==> src/rtl/pueo_command_pkg.sv <==
// Shared command-word layout for the PUEO command encoder and decoder.
// Bit positions live here so both ends of the link always agree.
package pueo_command_pkg;

    localparam int CMD_WORD_W        = 32;
    localparam int TRIG_TIME_W       = 15;
    localparam int CMDPROC_DATA_W    = 8;

    localparam int TRIG_TIME_LSB     = 0;
    localparam int TRIG_VALID_BIT    = 15;
    localparam int CMDPROC_DATA_LSB  = 16;
    localparam int CMDPROC_VALID_BIT = 24;
    localparam int CMDPROC_LAST_BIT  = 25;
    localparam int CMDPROC_RST_BIT   = 26;
    localparam int PPS_BIT           = 27;
    localparam int SYNC_BIT          = 28;

    // Bits [31:29] are reserved and always zero.
    function automatic logic [CMD_WORD_W-1:0] pack_command(
        input logic [TRIG_TIME_W-1:0]    trig_time,
        input logic                      trig_valid,
        input logic [CMDPROC_DATA_W-1:0] cmdproc_data,
        input logic                      cmdproc_valid,
        input logic                      cmdproc_last,
        input logic                      cmdproc_rst,
        input logic                      pps,
        input logic                      sync
    );
        logic [CMD_WORD_W-1:0] w;
        w = '0;
        w[TRIG_TIME_LSB +: TRIG_TIME_W]       = trig_time;
        w[TRIG_VALID_BIT]                     = trig_valid;
        w[CMDPROC_DATA_LSB +: CMDPROC_DATA_W] = cmdproc_data;
        w[CMDPROC_VALID_BIT]                  = cmdproc_valid;
        w[CMDPROC_LAST_BIT]                   = cmdproc_last;
        w[CMDPROC_RST_BIT]                    = cmdproc_rst;
        w[PPS_BIT]                            = pps;
        w[SYNC_BIT]                           = sync;
        return w;
    endfunction

endpackage

==> src/rtl/pueo_trig_fifo.sv <==
// Small trigger-time FIFO; DEPTH must be a power of two so pointers wrap freely.
// A push while full is taken only if a pop frees a slot in the same cycle.
module pueo_trig_fifo #(
    parameter int DEPTH = 4,
    parameter int WIDTH = 15
) (
    input  logic             clk,
    input  logic             rst_n,
    input  logic             push,
    input  logic [WIDTH-1:0] push_data,
    input  logic             pop,
    output logic [WIDTH-1:0] pop_data,
    output logic             full,
    output logic             empty
);

    localparam int PTR_W = $clog2(DEPTH);
    localparam int CNT_W = PTR_W + 1;

    logic [WIDTH-1:0] mem [DEPTH];
    logic [PTR_W-1:0] wr_ptr;
    logic [PTR_W-1:0] rd_ptr;
    logic [CNT_W-1:0] count;
    logic             do_push;
    logic             do_pop;

    assign full     = (count == CNT_W'(DEPTH));
    assign empty    = (count == '0);
    assign do_pop   = pop & ~empty;
    assign do_push  = push & (~full | do_pop);
    assign pop_data = mem[rd_ptr];

    always_ff @(posedge clk) begin
        if (rst_n && do_push) begin
            mem[wr_ptr] <= push_data;
        end
    end

    always_ff @(posedge clk) begin
        if (!rst_n) begin
            wr_ptr <= '0;
            rd_ptr <= '0;
            count  <= '0;
        end else begin
            if (do_push) wr_ptr <= wr_ptr + PTR_W'(1);
            if (do_pop)  rd_ptr <= rd_ptr + PTR_W'(1);
            case ({do_push, do_pop})
                2'b10:   count <= count + CNT_W'(1);
                2'b01:   count <= count - CNT_W'(1);
                default: count <= count;
            endcase
        end
    end

endmodule

==> src/rtl/pueo_command_encoder.sv <==
// Builds one 32-bit command word per 16-cycle sync period from pending requests,
// at most one cmdproc byte and the oldest queued trigger time.
module pueo_command_encoder
    import pueo_command_pkg::*;
#(
    parameter int TRIG_FIFO_DEPTH = 4
) (
    input  logic                   sysclk_i,
    input  logic                   rst_n_i,
    input  logic                   sync_i,
    input  logic                   cmdsync_req_i,
    input  logic                   cmdpps_req_i,
    input  logic                   cmdproc_rst_req_i,
    input  logic [7:0]             cmdproc_tdata,
    input  logic                   cmdproc_tvalid,
    input  logic                   cmdproc_tlast,
    output logic                   cmdproc_tready,
    input  logic [14:0]            trig_time_i,
    input  logic                   trig_valid_i,
    output logic [31:0]            command_o,
    output logic                   command_valid_o,
    output logic                   trig_overflow_o,
    output logic [7:0]             trig_overflow_count_o
);

    logic                   pend_sync;
    logic                   pend_pps;
    logic                   pend_rst;
    logic                   word_sync;
    logic                   word_pps;
    logic                   word_rst;
    logic                   byte_accept;
    logic                   fifo_full;
    logic                   fifo_empty;
    logic                   fifo_pop;
    logic [TRIG_TIME_W-1:0] fifo_data;
    logic                   trig_drop;
    logic [CMD_WORD_W-1:0]  next_word;

    // cmdproc stream: a byte transfers on a cycle where tvalid && tready are both
    // high; tready is offered only on sync cycles with no cmdproc reset in flight,
    // so the reset word never carries a byte.
    assign cmdproc_tready = sync_i & rst_n_i & ~(pend_rst | cmdproc_rst_req_i);
    assign byte_accept    = cmdproc_tvalid & cmdproc_tready;

    assign word_sync = pend_sync | cmdsync_req_i;
    assign word_pps  = pend_pps  | cmdpps_req_i;
    assign word_rst  = pend_rst  | cmdproc_rst_req_i;

    // Pop reads the entry present before this edge, so a same-cycle push is never bypassed.
    assign fifo_pop  = sync_i & ~fifo_empty;
    assign trig_drop = trig_valid_i & fifo_full & ~fifo_pop;

    always_comb begin
        next_word = pack_command(
            fifo_pop ? fifo_data : '0,
            fifo_pop,
            byte_accept ? cmdproc_tdata : 8'h00,
            byte_accept,
            byte_accept & cmdproc_tlast,
            word_rst,
            word_pps,
            word_sync
        );
    end

    pueo_trig_fifo #(
        .DEPTH (TRIG_FIFO_DEPTH),
        .WIDTH (TRIG_TIME_W)
    ) u_trig_fifo (
        .clk       (sysclk_i),
        .rst_n     (rst_n_i),
        .push      (trig_valid_i),
        .push_data (trig_time_i),
        .pop       (fifo_pop),
        .pop_data  (fifo_data),
        .full      (fifo_full),
        .empty     (fifo_empty)
    );

    always_ff @(posedge sysclk_i) begin
        if (!rst_n_i) begin
            pend_sync             <= 1'b0;
            pend_pps              <= 1'b0;
            pend_rst              <= 1'b0;
            command_o             <= '0;
            command_valid_o       <= 1'b0;
            trig_overflow_o       <= 1'b0;
            trig_overflow_count_o <= '0;
        end else begin
            if (sync_i) begin
                pend_sync <= 1'b0;
                pend_pps  <= 1'b0;
                pend_rst  <= 1'b0;
                command_o <= next_word;
            end else begin
                pend_sync <= word_sync;
                pend_pps  <= word_pps;
                pend_rst  <= word_rst;
            end
            command_valid_o <= sync_i;
            trig_overflow_o <= trig_drop;
            if (trig_drop && trig_overflow_count_o != 8'hFF) begin
                trig_overflow_count_o <= trig_overflow_count_o + 8'd1;
            end
        end
    end

endmodule

==> config.mk <==
export PLATFORM = sky130hd
export DESIGN_NAME = pueo_command_encoder
export DESIGN_NICKNAME = d
export VERILOG_FILES = /design/src/rtl/pueo_command_pkg.sv /design/src/rtl/pueo_trig_fifo.sv /design/src/rtl/pueo_command_encoder.sv
export SDC_FILE = /design/constraint.sdc
export NUM_CORES = 1
export LEC_CHECK = 0
export BUFFER_PORTS_ARGS = -buffer_cell sky130_fd_sc_hd__buf_2
export CORE_MARGIN = 5
export CORE_UTILIZATION = 55
export CTS_CLUSTER_SIZE = 25
export DETAILED_ROUTE_END_ITERATION = 8
export PLACE_DENSITY_LB_ADDON = 0.12
export SYNTH_ARGS = -nofsm -noshare
export SYNTH_HDL_FRONTEND = slang
export SYNTH_SLANG_ARGS = --single-unit
==> constraint.sdc <==
create_clock -name sysclk_i -period 6.01 [get_ports sysclk_i]
set_input_delay 1.202 -clock sysclk_i [delete_from_list [all_inputs] [get_ports sysclk_i]]
set_output_delay 1.202 -clock sysclk_i [all_outputs]
set_load 0.02 [all_outputs]
==> impl_results.md <==
* Placed cell count at 418
* Setup Buffers After CTS at 0
* Worst path slowest cell: nor4b_4
* Die extent in y at 96.1 um
* Place WS at 2400 ps
* Critical Path AT at 3520 ps
* Top cells by area, synth: edfxtp_1 44%, dfxtp_1 25%, mux4_2 8.3%, a22o_1 5.2%, ha_1 1.8%
* Final ANT Viol Nets at 0
* Die area at 0.00923 mm^2
* Number of synthesized flops with an enable pin at 60
* Vias per inst at 5.46
* Antenna fix cells at 0
* Kind of critical path: in2reg
* Post-DP HPWL at 4610 um
* Post-route cell area at 0.00473 mm^2
* Clock Sinks at 111
* Max Root-Sink Buffers at 2
* Commonest non-fill, non-tap cells in the layout: 71 x buf_2, 60 x edfxtp_1, 51 x dfxtp_1, 24 x a22o_1, 19 x nor2_1
* Starting Density at 0.562
* Lkg Pwr at 1.84 nW
* Top-area cell type share of the netlist area at 0.442
* Fill count at 538
* Reg clk slew, reported paths at 110 ps
* Area Growth Syn to Fin at 16.1%
* I/O Pins at 75
* Worst Path Max Fanout at 11
* Tot GR Track Use at 0.170
* Vias at 2,368
* Area leader, netlist: edfxtp_1
* Core ar. at 0.00725 mm^2
* Vias in the first global route at 2,253
* FMAX at 310 MHz
* Syn avg cell area at 15.7 um^2
* Worst-Skew Late Latency at 360 ps
* Max-cap viol count at 0
* RePlAce Congestion at 0.751
* CP startpoint kind: primary input
* Seq/Total Area, Yosys at 0.692
* Clk root buf: clkbuf_8
* Global-route wire length before repair at 11,500 um
* Worst hold path class: reg2reg
* Top_reg_cell synth: edfxtp_1
* Drt initial violations at 82
* Cells after Synth at 260
* Most common cell after layout, fill and taps aside: buf_2
* Num CTS Buffers at 9
* Cell area after synthesis at 0.00408 mm^2
* Share of layout cells above drive strength 1 at 0.325
* Placed cell area at 0.00450 mm^2
* RSZ-0062 raised after global routing: no
* Hold slack at 466 ps
* Final Hold Fails at 0
* Critical Path Sink Type: flop
* Slew @ Worst Pin at 1140 ps
* Num rows at 31
* Final min period at 3230 ps
* Status: complete, no violations
* First-pass DRT Iterations at 4
* Post-Layout Cell Count at 434
* Initial antenna violation count at 0
* Final Max Tran Viols at 0
* Nets at 369
* Setup TNS at 0 ps
* VDD IR max at 179 uV
* Ys Warns at 0
* Total gr overflow at 0
* Critical path required time at 6300 ps
* Headroom to the max-slew limit at 0.241
* Setup violations, final at 0
* CP dominant cell by count: inv_1
* Crit-path max cell delay at 550 ps
* Fin Clk Skew at 11.1 ps
* CTS H-tree lvls at 3
* Post-CTS sizing at 0
* Worst setup margin at 2780 ps
* Drt drc at 0
* Die width at 96.1 um
* TritonCTS clock tree: built
* Tcrit/Tclk final at 0.537
* IO Port Bufs at 71
* CP cell instances: buf_2 -> nor4b_4 -> and2b_2 -> inv_1 -> ha_1 -> inv_1 -> fa_1 -> xor2_1 -> or3_1 -> a21oi_1
* Largest net degree at the start of global routing at 27
* Per-cell routed wire length at 16.8 um
* Flops & latches, synth at 111
* Count of different cell masters after synthesis at 39
* PD cells at 357 mW/mm^2
* Hold_buf cts at 0
* Asr flop ratio synth at 0
* Final WL at 7290 um
## metal layers
metal	wire length, um	track usage
met1	3150	0.222
met4	164	0.0818
met5	0	0
met3	372	0.0321
met2	3610	0.273
## final timing paths
path                                startpoint                                end  slack [ps]  cells after the start
min                       pend_sync$_SDFF_PP0_               pend_sync$_SDFF_PP0_         470                      2
min reg2reg               pend_sync$_SDFF_PP0_               pend_sync$_SDFF_PP0_         470                      2
max                                     sync_i  u_trig_fifo.count[2]$_SDFFE_PN0P_        2780                     10
max reg2reg  u_trig_fifo.count[0]$_SDFFE_PN0P_  u_trig_fifo.count[2]$_SDFFE_PN0P_        3420                      9
## where the power goes
group	total (mW)	internal, mW	switching, mW
Sequential	0.920	0.860	0.0602
Clock	0.509	0.245	0.264
Combinational	0.262	0.131	0.130
## cell families after synthesis
logic type / share of synthesized area
buf+inv: 0.0249
other cells: 0.000920
mux: 0.0878
xor+xnor: 0.0129
flops: 0.692
simple gates: 0.0641
compound gates: 0.0936
fa+ha+maj: 0.0233
## final cells by class
cell class,count,area (um^2),area share
sequential,111,2820,0.597
multi-input combinational,128,1160,0.246
timing repair buffer,71,355,0.0751
clock buffer,9,124,0.0262
tap,99,124,0.0262
clock inverter,7,109,0.0230
inverter,9,33.8,0.00714
## worst max-delay path, delay by kind of cell
kind | cells | cell delay, ps
AOI/OAI and AO/OA | 1 | 150
xor gates and xnor gates | 1 | 150
buffers and inverters | 3 | 290
and+or+nand+nor | 3 | 1190
adders and majority gates | 2 | 540
## stage by stage
step	utilization	power, mW
2_1_floorplan	-	1.13
4_1_cts	0.652	1.71
3_5_place_dp	0.620	1.21
6_report	0.652	1.69
3_3_place_gp	0.620	1.20
5_1_grt	0.652	1.77
## state kept, by name, indices dropped and copies added (netlist names), 2 cells and up, named ones only
signal / count
u_trig_fifo.wr_ptr: 2
command_o: 29
u_trig_fifo.rd_ptr: 2
u_trig_fifo.mem: 60
u_trig_fifo.count: 3
trig_overflow_count_o: 8
## synth_stat cells (2+ instances only)
library cell	instances
mux2i_1	2
a21o_1	2
or3_1	2
o31a_2	2
mux4_2	15
nor3_1	2
edfxtp_1	60
inv_1	8
and4_1	2
xnor2_1	2
xor2_1	4
ha_1	6
nand4_1	3
a211oi_1	4
nor2_1	20
buf_4	3
buf_2	3
nand2_1	6
dfxtp_1	51
a22o_1	24
and2_1	2
nand3_1	3
clkbuf_1	8
and3_1	5
a21oi_1	4
o21ai_0	4
(Power assumes the default switching activity.)
